==> src/rtl/key_event_pkg.sv <==
// key_event_pkg: keyboard action codes, HID keycode constants and the shared keycode decoder
package key_event_pkg;
  typedef enum logic [2:0] {
    ACT_NONE, ACT_PREV, ACT_NEXT, ACT_UP, ACT_DOWN, ACT_LEFT, ACT_RIGHT, ACT_FIRE
  } action_t;
  typedef enum logic [1:0] {IDLE, DELAY, REPEAT} state_t;
  localparam logic [7:0] KC_Q = 8'h14;
  localparam logic [7:0] KC_E = 8'h08;
  localparam logic [7:0] KC_W = 8'h1A;
  localparam logic [7:0] KC_S = 8'h16;
  localparam logic [7:0] KC_A = 8'h04;
  localparam logic [7:0] KC_D = 8'h07;
  localparam logic [7:0] KC_SPACE = 8'h2C;
  function automatic action_t keycode_to_action(input logic [7:0] kc);
    return kc == KC_Q ? ACT_PREV :
           kc == KC_E ? ACT_NEXT :
           kc == KC_W ? ACT_UP :
           kc == KC_S ? ACT_DOWN :
           kc == KC_A ? ACT_LEFT :
           kc == KC_D ? ACT_RIGHT :
           kc == KC_SPACE ? ACT_FIRE : ACT_NONE;
  endfunction
endpackage

==> src/rtl/key_repeat_timer.sv <==
// key_repeat_timer: tick counter that pulses expire on the tick where limit ticks have elapsed
module key_repeat_timer #(
  parameter int W = 4
) (
  input  logic         Clk,
  input  logic         Reset,
  input  logic         clear,
  input  logic         tick,
  input  logic [W-1:0] limit,
  output logic         expire
);
  logic [W-1:0] cnt;
  assign expire = tick && cnt == limit - 1'b1;
  always_ff @(posedge Clk or posedge Reset)
    if (Reset) cnt <= '0;
    else if (clear) cnt <= '0;
    else if (tick) cnt <= expire ? '0 : cnt + 1'b1;
endmodule

==> src/rtl/key_event_decoder.sv <==
// key_event_decoder: registered HID keycode to one-cycle action events with per-frame auto-repeat
module key_event_decoder
  import key_event_pkg::*;
#(
  parameter int REPEAT_DELAY = 30,
  parameter int REPEAT_RATE = 6,
  parameter bit FIRE_REPEAT = 1'b0
) (
  input  logic       Clk,
  input  logic       Reset,
  input  logic       frame_tick,
  input  logic       enable,
  input  logic [7:0] keycode,
  output logic       action_valid,
  output logic [2:0] action_code,
  output logic       action_repeat,
  output logic       key_held
);
  localparam int MAXL = REPEAT_DELAY > REPEAT_RATE ? REPEAT_DELAY : REPEAT_RATE;
  localparam int CW = $clog2(MAXL) + 1;
  logic [7:0] keycodeQ;
  state_t state, nextState;
  action_t act, curAct, nextCur;
  logic validQ, emit, emitRep, fresh, timerClear, timerTick, expire;
  logic [CW-1:0] limit;
  assign act = keycode_to_action(keycodeQ);
  assign fresh = state == IDLE || act != curAct;
  assign timerClear = !enable || (frame_tick && (act == ACT_NONE || fresh));
  // a held non-repeating FIRE never advances the timer, so it parks in DELAY
  assign timerTick = frame_tick && (FIRE_REPEAT || curAct != ACT_FIRE);
  assign limit = state == DELAY ? CW'(REPEAT_DELAY) : CW'(REPEAT_RATE);
  key_repeat_timer #(.W(CW)) timer (
    .Clk(Clk),
    .Reset(Reset),
    .clear(timerClear),
    .tick(timerTick),
    .limit(limit),
    .expire(expire)
  );
  always_comb begin
    nextState = state;
    nextCur = curAct;
    emit = 1'b0;
    emitRep = 1'b0;
    if (!enable) nextState = IDLE;
    else if (frame_tick) begin
      if (act == ACT_NONE) nextState = IDLE;
      else if (fresh) begin
        emit = 1'b1;
        nextCur = act;
        nextState = DELAY;
      end else if (expire) begin
        emit = 1'b1;
        emitRep = 1'b1;
        nextState = REPEAT;
      end
    end
  end
  always_ff @(posedge Clk or posedge Reset)
    if (Reset) begin
      keycodeQ <= '0;
      state <= IDLE;
      curAct <= ACT_NONE;
      validQ <= 1'b0;
      action_code <= '0;
      action_repeat <= 1'b0;
    end else begin
      keycodeQ <= keycode;
      state <= nextState;
      curAct <= nextCur;
      validQ <= emit;
      if (emit) begin
        action_code <= act;
        action_repeat <= emitRep;
      end
    end
  // disabling suppresses a pending pulse in the same cycle
  assign action_valid = validQ && enable;
  assign key_held = state != IDLE;
endmodule

==> config.mk <==
export PLATFORM = sky130hd
export DESIGN_NAME = key_event_decoder
export DESIGN_NICKNAME = d
export VERILOG_FILES = /design/src/rtl/key_event_pkg.sv /design/src/rtl/key_repeat_timer.sv /design/src/rtl/key_event_decoder.sv
export SDC_FILE = /design/constraint.sdc
export NUM_CORES = 1
export LEC_CHECK = 0
export ABC_AREA = 1
export ABC_CLOCK_PERIOD_IN_PS = 4600
export BUFFER_PORTS_ARGS = -buffer_cell sky130_fd_sc_hd__buf_2
export CAP_MARGIN = 20
export CORE_ASPECT_RATIO = 2
export CORE_MARGIN = 8
export CORE_UTILIZATION = 30
export CTS_CLUSTER_SIZE = 28
export DETAILED_ROUTE_END_ITERATION = 8
export GPL_ROUTABILITY_DRIVEN = 1
export HOLD_SLACK_MARGIN = 0.05
export PLACE_DENSITY = 0.46
export SLEW_MARGIN = 20
export SYNTH_ARGS = -nofsm -noshare
export SYNTH_HDL_FRONTEND = slang
export SYNTH_HIERARCHICAL = 1
export SYNTH_SLANG_ARGS = --single-unit
export TNS_END_PERCENT = 5
==> constraint.sdc <==
create_clock -name Clk -period 4.6 [get_ports Clk]
set_clock_uncertainty 0.15 [all_clocks]
set_input_delay 0.92 -clock Clk [delete_from_list [all_inputs] [get_ports Clk]]
set_output_delay 0.92 -clock Clk [all_outputs]
set_load 0.005 [all_outputs]
# Yosys cells after proc, flatten, opt, wreduce, memory -nomap -nowiden
# Cells that the tools add are included.
[totals] wordCells=62 input_bits=12 reg_bits=24
[classes] muxes=25 reduce_logical=14 n_addsub=2 bitwise_logic=1 n_eq_ne=13
[op_table] cell="8-bit by 5-bit == test with 1-bit output (second input constant)" n=3
[op_table] cell="3-bit two-way mux" n=7
[op_table] cell="6-bit two-way mux" n=3
[op_table] cell="8-bit by 3-bit == test with 1-bit output (second input constant)" n=2
[op_table] cell="2-bit two-way mux" n=5
[op_table] cell="1-bit two-way mux" n=9
[op_table] cell="8-bit by 4-bit == test with 1-bit output (second input constant)" n=1
[op_table] cell="8-bit by 6-bit == test with 1-bit output (second input constant)" n=1
[op_table] cell="6-bit by 1-bit adder with 6-bit output (second input constant)" n=1
[op_table] cell="6-bit == test" n=1
[op_table] cell="5-bit by 1-bit subtractor with 6-bit output (second input constant)" n=1
[op_table] cell="5-bit two-way mux" n=1
[op_table] cell="1-bit logical AND" n=4
[op_table] cell="4-bit by 1-bit != test with 1-bit output (second input constant)" n=1
[op_table] cell="4-bit AND reduction" n=1
[op_table] cell="2-bit nonzero test" n=2
[op_table] cell="3-bit zero test" n=1
[op_table] cell="1-bit logical OR" n=3
[op_table] cell="3-bit != test" n=1
[op_table] cell="3-bit != test (second input constant)" n=1
[op_table] cell="2-bit by 1-bit == test with 1-bit output (second input constant)" n=1
[op_table] cell="2-bit zero test" n=1
[op_table] cell="2-bit != test (second input constant)" n=1
[op_table] cell="2-bit AND reduction" n=1
[op_table] cell="other kinds (2)" n=2

# Longest topological paths before layout
# Gate-level depths: netlist of the first run.
[logic_depth] word_depth=14 ltp_mapped=16 depth_no_buf=16

# Cells and area by module
# Netlist of the first run, hierarchy kept.
[modules_own_cells] mod="key_event_decoder" area_per_inst_um2=1052.3 instances=1 cells_each=138
[modules_own_cells] mod="key_repeat_timer" area_per_inst_um2=624.3 instances=1 cells_each=97

# Worst setup path after synthesis of the first run
# Ideal clock, no wire load.
[synth_timing] path_type="input to register" startpoint="input frame_tick" endpoint="register action_code[0]" required_ns=4.333 cell_stages=13 setup_time_ns=0.117 path_slack_ns=2.336 arrival_ns=1.997 cell_sequence="o31ai_1 > inv_1 > inv_1 > a21oi_1 > nand3_4 > nor2_4 > nand3_4 > inv_2 > inv_1 > nor2_4 > inv_2 > nand3_1 > nand2_1"
[synth_via] elab_chain_len=7
[synth_lines] item="start, declared" line_no="key_event_decoder.sv:11" rtl="input logic frame_tick,"
[synth_lines] item="1-bit logical AND" line_no="key_event_decoder.sv:30" rtl="assign timerTick = frame_tick && (FIRE_REPEAT || curAct != ACT_FIRE);"
[synth_lines] item="net timerTick" line_no="key_event_decoder.sv:24" rtl="logic validQ, emit, emitRep, fresh, timerClear, timerTick, expire;"
[synth_lines] item="1-bit logical AND" line_no="key_repeat_timer.sv:13" rtl="assign expire = tick && cnt == limit - 1'b1;"
[synth_lines] item="net expire" line_no="key_event_decoder.sv:24"
[synth_lines] item="1-bit two-way mux" line_no="key_event_decoder.sv:52" rtl="end else if (expire) begin"
[synth_lines] item="1-bit two-way mux" line_no="key_event_decoder.sv:48" rtl="else if (fresh) begin"
[synth_lines] item="1-bit two-way mux" line_no="key_event_decoder.sv:47" rtl="if (act == ACT_NONE) nextState = IDLE;"
[synth_lines] item="1-bit two-way mux" line_no="key_event_decoder.sv:46" rtl="else if (frame_tick) begin"
[synth_lines] item="1-bit two-way mux" line_no="key_event_decoder.sv:45" rtl="if (!enable) nextState = IDLE;"
[synth_lines] item="end signal, assigned" line_no="key_event_decoder.sv:73" rtl="action_code <= act;"
[synth_lines] item="end, declared" line_no="key_event_decoder.sv:15" rtl="output logic [2:0] action_code,"
# The timed path passes the listed nets, and every way through them passes these cells.
# A chain may end at the register's enable or synchronous reset.

# Final worst setup path of the first run
[layout_timing] startpoint="register keycodeQ[3]" endpoint="register timer.cnt[3]"
[layout_via] elab_chain_len=14 word_cells_on_any_way=22 classes_between="eq/ne (8); mux (8); reduce/logical (6)"
[layout_lines] item="start, declared" line_no="key_event_decoder.sv:21" rtl="logic [7:0] keycodeQ;"
[layout_lines] item="start signal, assigned" line_no="key_event_decoder.sv:68" rtl="keycodeQ <= keycode;"
[layout_lines] item="8-bit by 6-bit == test with 1-bit output" line_no="key_event_pkg.sv:21" rtl="kc == KC_SPACE ? ACT_FIRE : ACT_NONE;"
[layout_lines] item="3-bit two-way mux" line_no="key_event_pkg.sv:21"
[layout_lines] item="3-bit two-way mux" line_no="key_event_pkg.sv:20" rtl="kc == KC_D ? ACT_RIGHT :"
[layout_lines] item="3-bit two-way mux" line_no="key_event_pkg.sv:19" rtl="kc == KC_A ? ACT_LEFT :"
[layout_lines] item="3-bit two-way mux" line_no="key_event_pkg.sv:18" rtl="kc == KC_S ? ACT_DOWN :"
[layout_lines] item="3-bit two-way mux" line_no="key_event_pkg.sv:17" rtl="kc == KC_W ? ACT_UP :"
[layout_lines] item="3-bit two-way mux" line_no="key_event_pkg.sv:16" rtl="kc == KC_E ? ACT_NEXT :"
[layout_lines] item="3-bit two-way mux *" line_no="key_event_pkg.sv:15" rtl="return kc == KC_Q ? ACT_PREV :"
[layout_lines] item="3-bit != test" line_no="key_event_decoder.sv:27" rtl="assign fresh = state == IDLE || act != curAct;"
[layout_lines] item="1-bit logical OR" line_no="key_event_decoder.sv:27"
[layout_lines] item="1-bit logical OR *" line_no="key_event_decoder.sv:28" rtl="assign timerClear = !enable || (frame_tick && (act == ACT_NONE || fresh));"
[layout_lines] item="1-bit logical AND *" line_no="key_event_decoder.sv:28"
[layout_lines] item="1-bit logical OR *" line_no="key_event_decoder.sv:28"
[layout_lines] item="net timerClear" line_no="key_event_decoder.sv:24"
[layout_lines] item="6-bit two-way mux or 2-bit nonzero test (tied branches)"
[layout_lines] item="end signal, assigned" line_no="key_repeat_timer.sv:17" rtl="else if (tick) cnt <= expire ? '0 : cnt + 1'b1;"
[layout_lines] item="end, declared" line_no="key_repeat_timer.sv:12" rtl="logic [W-1:0] cnt;"
# Mark *: on every way through the listed nets, which the timed path passes. The rest lies on a longest branch.

==> flow_metrics.tcl, run 1 <==
set metrics [dict create \
    status "complete, no violations" \
    synthArstFlopShare_pct 100 \
    crit_type "flip-flop to flip-flop" \
    yosysTopAreaCell "dfrtp_1" \
    avgSynthCellArea_um2 7.13 \
    muxShareOfSynthArea_pct 0 \
    max_stage_delay_ns 0.45 \
    yosys.area_share.simple_pct 48.1 \
    syn_inst 235 \
    wl_met3_um 59 \
    die_w_um 68.9 \
    endpoint "timer/cnt[3]" \
    top_layer "met4" \
    core_um2 5420 \
    endpoint_kind "flip-flop" \
    root_buffer "clkbuf_8" \
    postCtsResizedCells 0 \
    post_cts_buffers 0 \
    die_h_um 122 \
    gr-usage-all-layers_pct 10.7 \
    synth_edf_count 0 \
    cap_violations 0 \
    dp_hpwl_um 3320 \
    synth-seq-cells 24 \
    cts_tree "done" \
    clkLatencyLatePin_ns 0.26 \
    fmax_mhz 431 \
    drtIter0Drc 32 \
    grt_pass1_vias 1520 \
    synth.distinct_cells 26 \
    synthFlopType "dfrtp_1" \
    yosys_warnings 6 \
    ant_nets 0 \
    r2r_start "keycodeQ[3]" \
    crit_path_start_kind "flip-flop" \
    vias 1421 \
    cp.depth 16 \
    max_slew.worst_pin.slew_ns 0.699 \
    crit_buf_inv 2 \
    p_leak_uw 0.00105 \
    layout.nets 279 \
    n_antenna_cell 0 \
    antenna_found_initial 0 \
    drive_above_1_share_pct 25.4 \
    synth.most_common_cell "nand2_1" \
    wl_met1_um 1260 \
    synth_area_um2 1680 \
    htreeDepth 1 \
    avgViaCountPerCell 4.39 \
    routed_wl_um 3840 \
    port_buffers 17 \
    wl_per_cell_um 11.8 \
    grt_max_degree 19 \
    period_needed_ns 2.32 \
    setup_viol_count_final 0 \
    synthAdderAreaFrac_pct 1.49 \
    critPathTopFamily "simple AND/OR/NAND/NOR gates" \
    synth_seq_area_share_pct 35.8 \
    hold_class "flip-flop to flip-flop" \
    synth_compound_area_share_pct 3.06 \
    rsz0062_at_grt "false" \
    cts_hold_buf 0 \
    drcViolationCount 0 \
    dieArea_um2 8380 \
    synth_top_family_by_area "simple AND/OR/NAND/NOR gates" \
    slew_headroom_pct 53.3 \
    initial_utilization_pct 30.9 \
    netlist_top_cells_area "dfrtp_1, nand2_1, inv_1" \
    ioPinCount 18 \
    reg2reg_to "timer/cnt[3]" \
    powerDensity_nw_per_um2 246 \
    synth_top_area_share_pct 35.8 \
    synthXorXnorAreaFrac_pct 2.09 \
    r2r_setup_slack_ns 2.28 \
    finalCritPeriodShare_pct 50.4 \
    grt_overflow_total 0 \
    required_ns 4.66 \
    vdd_drop_max_mv 0.151 \
    path_cells "inv_2 -> nor2_2 -> nand2_1 -> nor2_2 -> nor2_4 -> nand2_2 -> nand2_1 -> nand2_2 -> nor2_4 -> nand4_1 -> nand2_1 -> inv_1 -> nor2_1 -> and3b_1 -> nand2_1 -> nand2_1" \
    slew_violations 0 \
    r2r_cells 16 \
    hold_viol 0 \
    cts_buffers 3 \
    power_uw 477 \
    crit_path_frequent_cell "nand2_1" \
    synth_common_cells "nand2_1, inv_1, dfrtp_1, nor2_1, nand3_1" \
    clock_sinks 24 \
    cpMaxStageDelayCell "dfrtp_1" \
    grt_pass1_wl_um 6910 \
    firstDrtPassIters 4 \
    clk_pin_slew_ns 0.09 \
    wl_met2_um 2410 \
    cts_buffer_depth 2 \
    cp_max_fo 6 \
    arrival_ns 2.38 \
    place_congestion 0.767 \
    rows 38 \
    fin_tns_setup_ns 0 \
    startpoint "keycodeQ[3]" \
    area_growth_pct 15.6 \
]
[stage by stage]
stage / cells / instance area (um^2) / worst slack, ns / util [%] / hold WS, ns
floorplan: 243 / 1710 / 2.34 / - / 0.314
global placement: 320 / 1870 / 2.10 / 34.4 / 0.341
detailed placement: 320 / 1870 / 2.05 / 34.4 / 0.338
CTS: 324 / 1940 / 2.25 / 35.8 / 0.361
global route: 324 / 1940 / 1.97 / 35.8 / 0.392
finish: 324 / 1940 / 2.28 / 35.8 / 0.363
[layout make-up]
cell class | instances | area [um^2]
Sequential cell | 24 | 601
Timing Repair Buffer | 17 | 85.1
Clock buffer | 3 | 41.3
Inverter | 40 | 150
Tap cell | 60 | 75.1
Clock inverter | 1 | 30.0
Fill cell | 609 | 3480
Multi-Input combinational cell | 179 | 956
[worst register-to-register path, cell delays in order, from the launching register on]
cell	delay (ns)
dfrtp_1	0.45
inv_2	0.11
nor2_2	0.04
nand2_1	0.08
nor2_2	0.05
nor2_4	0.15
nand2_2	0.10
nand2_1	0.08
nand2_2	0.06
nor2_4	0.12
nand4_1	0.09
nand2_1	0.09
inv_1	0.07
nor2_1	0.30
and3b_1	0.21
nand2_1	0.06
nand2_1	0.06
[kinds of logic after synthesis]
logic type	after synthesis
flops	24
compound gates	7
xor+xnor	4
simple gates	156
other cells	2
buf+inv	40
fa+ha+maj	2
[routing by layer]
layer  vias up  GRT usage, %
li1        760             -
met1       638          9.54
met2        15          21.7
met3         8         0.552
met4         0          5.56
met5         -             0
[cell usage in the layout, fill, tap and decap left out, types with 4 or more instances in the layout]
cell / synthesis / layout
nor2_1: 22 / 22
nand2_2: 7 / 7
nand3_1: 17 / 17
nor2_2: 11 / 11
buf_2: 0 / 17
xor2_1: 4 / 4
conb_1: 2 / 10
nand2_1: 75 / 75
inv_1: 29 / 29
inv_2: 8 / 8
nand3_2: 4 / 4
dfrtp_1: 24 / 24
nand4_1: 4 / 4
nor2_4: 6 / 6
[worst min path at each step]
stage                   from  depth (start not counted)            end  slack [ns]
5_1_grt        action_repeat                          2  action_repeat        0.39
3_5_place_dp   action_repeat                          2  action_repeat        0.34
4_1_cts        action_repeat                          2  action_repeat        0.36
2_1_floorplan      curAct[2]                          2      curAct[2]        0.31
6_report           curAct[2]                          2      curAct[2]        0.36
3_3_place_gp       curAct[2]                          2      curAct[2]        0.34
[where the power goes]
group          switching (uW)  total [uW]  internal, uW
Sequential               7.10         226           219
Combinational            42.7        66.7          24.0
Clock                    68.3         185           116
Total                     118         477           359
[registers in the layout, summed over array words and instances, names as in the netlist]
signal,flops
action_code,3
action_repeat,1
curAct,3
keycodeQ,8
state,2
timer/cnt,6
validQ,1
Power figures use the tool's default switching activity.
==> inputs of run 2 (changes only) <==
--- a/config.mk
+++ b/config.mk
@@ -6,7 +6,7 @@
 export NUM_CORES = 1
 export LEC_CHECK = 0
 export ABC_AREA = 1
-export ABC_CLOCK_PERIOD_IN_PS = 4600
+export ABC_CLOCK_PERIOD_IN_PS = 2200
 export BUFFER_PORTS_ARGS = -buffer_cell sky130_fd_sc_hd__buf_2
 export CAP_MARGIN = 20
 export CORE_ASPECT_RATIO = 2
==> constraint.sdc (replaced) <==
create_clock -name Clk -period 2.2 [get_ports Clk]
set_clock_uncertainty 0.15 [all_clocks]
set_input_delay 0.44 -clock Clk [delete_from_list [all_inputs] [get_ports Clk]]
set_output_delay 0.44 -clock Clk [all_outputs]
set_load 0.005 [all_outputs]
==> flow_metrics.tcl, run 2 (same netlist as run 1, synthesis figures left out) <==
set metrics [dict create \
    die_w_um 68.9 \
    multiInputGateArea_um2 991 \
    dp_hpwl_um 3400 \
    period_needed_ns 2.03 \
    slew_violations 0 \
    crit_path_frequent_cell "nand2_1" \
    r2r_setup_slack_ns 0.17 \
    drcViolationCount 0 \
    grt_pass1_vias 1603 \
    clk_pin_slew_ns 0.09 \
    cts_tree "done" \
    pre_cts_ws_ns 0.0587 \
    arrival_ns 2.09 \
    grt_max_degree 19 \
    htreeDepth 1 \
    n_antenna_cell 0 \
    top_register "keycodeQ" \
    grt_overflow_total 0 \
    hold_class "input pin to flip-flop" \
    fill_cells 604 \
    cp_max_fo 4 \
    fmax_mhz 493 \
    max_stage_delay_ns 0.42 \
    initial_utilization_pct 30.9 \
    dpl.cell_count 328 \
    finalNonFillerCells 333 \
    antenna_found_initial 0 \
    setup_viol_count_final 0 \
    clkLatencyLatePin_ns 0.27 \
    largest_register_ffs 8 \
    firstDrtPassIters 4 \
    p_leak_uw 0.00110 \
    cts_buffers 3 \
    slew_headroom_pct 52.7 \
    cap_violations 0 \
    core_um2 5420 \
    wl_per_cell_um 11.9 \
    rows 38 \
    dpl-instance-area_um2 1930 \
    status "complete, no violations" \
    ioPinCount 18 \
    root_buffer "clkbuf_8" \
    area_growth_pct 22.2 \
    path_cells "inv_1 -> nor2_1 -> nand2_1 -> nor2_2 -> nor2_4 -> nand3_2 -> nand2_2 -> nor2_4 -> nand4_1 -> nand2_1 -> inv_2 -> nor2_2 -> and3b_1 -> nand2_1 -> nand2_1" \
    required_ns 2.26 \
    vias 1466 \
    vdd_drop_max_mv 0.468 \
    drive_above_1_share_pct 32.6 \
    clock_sinks 24 \
    powerDensity_nw_per_um2 493 \
    hold_viol 0 \
    cts_buffer_depth 2 \
    die_h_um 122 \
    seqCellArea_um2 606 \
    endpoint_kind "flip-flop" \
    power_uw 1010 \
    finalCritPeriodShare_pct 92.2 \
    max_slew.worst_pin.slew_ns 0.709 \
    crit_type "flip-flop to flip-flop" \
    rsz0062_at_grt "true" \
    final_common_cell "nand2_1" \
    ant_nets 0 \
    avgViaCountPerCell 4.40 \
    layout.nets 288 \
    final.setup.worst_slack_ns 0.172 \
    place_congestion 0.818 \
    crit_path_start_kind "flip-flop" \
    grt_pass1_wl_um 6890 \
    port_buffers 17 \
    gr-usage-all-layers_pct 10.6 \
    mostFrequentLayoutCells "nand2_1, inv_1, dfrtp_1" \
    cpMaxStageDelayCell "dfrtp_2" \
    drtIter0Drc 46 \
    fin_area_um2 2050 \
    top_regs "keycodeQ (8), timer/cnt (6)" \
    dieArea_um2 8380 \
    routed_wl_um 3970 \
]
[run 2: final cells by class]
cell class,count,share of cell area [%]
clock buffers,3,2.02
clock inverters,1,1.47
inverters,40,7.33
multi-input cells,179,48.4
flip-flops and latches,24,29.6
well taps,60,3.67
repair buffers,26,7.57
[run 2: what timing repair did]
item | in CTS | in global routing
gates resized for setup | 0 | 16
endpoints found under the setup margin | 0 | 7
endpoints found under the hold margin | 6 | 0
setup buffers | 0 | 0
hold buffers | 1 | 0
[run 2: through the flow]
stage | TNS [ns] | hold slack, ns | util [%]
4_1_cts | 0 | 0.112 | 37.0
5_1_grt | -0.0748 | 0.109 | 37.8
3_5_place_dp | 0 | 0.234 | 35.5
3_3_place_gp | 0 | 0.237 | 35.5
2_1_floorplan | 0 | 0.0810 | -
6_report | 0 | 0.122 | 37.8
[run 2: routing by layer]
layer / global-route usage [%] / part of all wire (%) / vias to the layer above
li1: - / - / 780
met1: 9.62 / 34 / 665
met2: 21.3 / 62 / 15
met3: 0.552 / 1.4 / 6
met4: 5.44 / 2.7 / 0
met5: 0 / 0 / -
[run 2: path summary, 6_finish.rpt]
check / depth (start not counted) / start / endpoint
min in group asynchronous: 3 / Reset / timer/cnt[4]
max in group asynchronous: 3 / Reset / keycodeQ[0]
worst max-delay path: 15 / keycodeQ[1] / timer/cnt[3]
worst max register to register: 15 / keycodeQ[1] / timer/cnt[3]
worst min register to register: 2 / action_repeat / action_repeat
worst min-delay path: 1 / keycode[3] / keycodeQ[3]
[run 2: power breakdown]
group	internal, uW	switching, uW	total (uW)
sequential	458	15.8	474
combinational	56.0	92.3	148
clock	243	144	388
total	757	253	1010
[run 2: critical path, delay by kind of cell (launching register included)]
kind,cells,cell delay [ns]
and+or+nand+nor,13,1.28
DFF,1,0.42
buffers and inverters,2,0.11
==> inputs of run 3 (changes only) <==
--- a/config.mk
+++ b/config.mk
@@ -16,10 +16,9 @@
 export DETAILED_ROUTE_END_ITERATION = 8
 export GPL_ROUTABILITY_DRIVEN = 1
 export HOLD_SLACK_MARGIN = 0.05
-export PLACE_DENSITY = 0.46
+export PLACE_DENSITY = 0.47
 export SLEW_MARGIN = 20
 export SYNTH_ARGS = -nofsm -noshare
 export SYNTH_HDL_FRONTEND = slang
-export SYNTH_HIERARCHICAL = 1
 export SYNTH_SLANG_ARGS = --single-unit
 export TNS_END_PERCENT = 5
==> flow_metrics.tcl, run 3 <==
set metrics [dict create \
    period_needed_ns 1.93 \
    clk_pin_slew_ns 0.09 \
    p_clk_share_pct 42.5 \
    arrival_ns 1.99 \
    cap_violations 0 \
    drcViolationCount 0 \
    path_cells "nor2_2 -> nand2_2 -> nor2_1 -> nor2_1 -> nand2_2 -> nor2_2 -> nor2_4 -> nand2_1 -> or2_0 -> nand2_1" \
    r2r_start "keycodeQ[7]" \
    rows 35 \
    fill_cells 503 \
    dp_hpwl_um 2730 \
    netlist_top_cells_area "dfrtp_1, nand2_1, nor2_1" \
    area_growth_pct 17.5 \
    cp_max_fo 6 \
    synth_top_area_share_pct 43.1 \
    startpoint "keycodeQ[7]" \
    crit_path_start_kind "flip-flop" \
    syn-num-nets 202 \
    ioPinCount 18 \
    yosys_warnings 0 \
    top_register "keycodeQ" \
    vdd_drop_max_mv 0.277 \
    status "complete, no violations" \
    drtIter0Drc 40 \
    grt_pass1_vias 1347 \
    hold_viol 0 \
    dieArea_um2 7220 \
    synth_area_um2 1390 \
    fin_tns_setup_ns 0 \
    die_h_um 112 \
    p_int_uw 718 \
    layout.nets 226 \
    cts_tree "done" \
    required_ns 2.26 \
    syn_inst 188 \
    die_w_um 64.2 \
    cts_buffer_depth 2 \
    switchingPower_uw 205 \
    n_antenna_cell 0 \
    routed_wl_um 3410 \
    firstDrtPassIters 4 \
    grt_pass1_wl_um 6000 \
    crit_type "flip-flop to flip-flop" \
    cp.depth 10 \
    max_stage_delay_ns 0.39 \
    clkLatencyLatePin_ns 0.27 \
    core_um2 4550 \
    wl_per_cell_um 12.8 \
    postCtsResizedCells 0 \
    clock_sinks 24 \
    root_buffer "clkbuf_8" \
    rsz0062_at_grt "false" \
    mostFrequentLayoutCells "nand2_1, nor2_1, inv_1, dfrtp_1, buf_2" \
    antenna_found_initial 0 \
    port_buffers 17 \
    synth.most_common_cell "nand2_1" \
    endpoint_kind "flip-flop" \
    synth.distinct_cells 25 \
    power_uw 923 \
    finalCritPeriodShare_pct 87.6 \
    avgViaCountPerCell 4.71 \
    final_common_cell "nand2_1" \
    seqPwrFrac_pct 50.0 \
    synthFlopType "dfrtp_1" \
    place_congestion 0.815 \
    gr-usage-all-layers_pct 10.3 \
    powerDensity_nw_per_um2 564 \
    hold_class "input pin to async pin" \
    synth_seq_area_share_pct 43.1 \
    grt_max_degree 25 \
    largest_register_ffs 8 \
    htreeDepth 1 \
    slew_headroom_pct 79.3 \
    swShare_pct 22.2 \
    crit_buf_inv 0 \
    cts_hold_buf 0 \
    top_regs "keycodeQ (8), timer.cnt (6)" \
    drive_above_1_share_pct 22.7 \
    r2r_cells 10 \
    synthArstFlopShare_pct 100 \
    power_frac_comb_pct 7.5 \
    synth_edf_count 0 \
    post_cts_buffers 0 \
    cpMaxStageDelayCell "dfrtp_1" \
    setup_viol_count_final 0 \
    yosysTopAreaCell "dfrtp_1" \
    critPathTopFamily "simple AND/OR/NAND/NOR gates" \
    cts_buffers 3 \
    synth_common_cells "nand2_1, nor2_1, inv_1, dfrtp_1, nor2_2" \
    vias 1254 \
    p_leak_uw 0.000825 \
    initial_utilization_pct 30.6 \
    slew_violations 0 \
    ant_nets 0 \
    grt_overflow_total 0 \
    avgSynthCellArea_um2 7.41 \
    max_slew.worst_pin.slew_ns 0.311 \
    fmax_mhz 519 \
    synth-seq-cells 24 \
]
-- run 3: kinds of logic (layout without fill, tap and decap cells) --
logic type,count (synthesis),in the layout,share of synthesized area [%]
and+or+nand+nor,115,115,38.9
buffers and inverters,33,56,9.43
DFF,24,24,43.1
AOI/OAI and AO/OA,13,13,6.19
adders and majority gates,2,2,1.80
xor gates and xnor gates,1,1,0.628
-- run 3: worst reg2reg max path, cell delays in order, from the launching register on --
cell and delay, ns:
dfrtp_1 0.39, nor2_2 0.19, nand2_2 0.11, nor2_1 0.15, nor2_1 0.09, nand2_2 0.11, nor2_2 0.07, nor2_4 0.12
nand2_1 0.16, or2_0 0.25, nand2_1 0.07
-- run 3: metal layers --
metal  GRT usage, %  wire, um
met4           5.43       102
met3           1.89        78
met5              0         0
met2           20.0      1960
met1           9.61      1280
-- run 3: cell type report --
cell class	count	area [um^2]	share of cell area [%]
clock inverter	1	30.0	1.83
clock buffer	3	41.3	2.52
sequential	24	601	36.7
timing repair buffer	20	108	6.57
tap	55	68.8	4.20
inverter	32	120	7.33
multi-input combinational	131	669	40.9
-- run 3: worst paths after layout --
check | endpoint | slack (ns)
worst max-delay path | action_repeat | 0.27
worst min-delay path | keycodeQ[4] | 0.05
worst max register to register | action_repeat | 0.27
worst min register to register | action_repeat | 0.36
max in group asynchronous | action_code[2] | 1.61
min in group Clk | keycodeQ[5] | 0.12
-- run 3: power groups by stage --
stage / registers [uW] / clock network, uW / logic [uW]
5_1_grt: 464 / 417 / 80.1
3_3_place_gp: 471 / 0 / 71.1
6_report: 462 / 392 / 69.0
3_5_place_dp: 471 / 0 / 70.2
2_1_floorplan: 468 / 0 / 43.3
4_1_cts: 462 / 406 / 70.8
-- run 3: through the flow --
stage	area, um^2	hold slack, ns	utilization (%)	worst slack [ns]	cells
floorplan	1390	0.305	-	0.515	188
global placement	1560	0.335	34.2	0.201	262
detailed placement	1560	0.351	34.2	0.213	262
CTS	1630	0.0624	35.8	0.191	266
global route	1640	0.0815	36.0	0.0624	266
finish	1640	0.0461	36.0	0.273	266
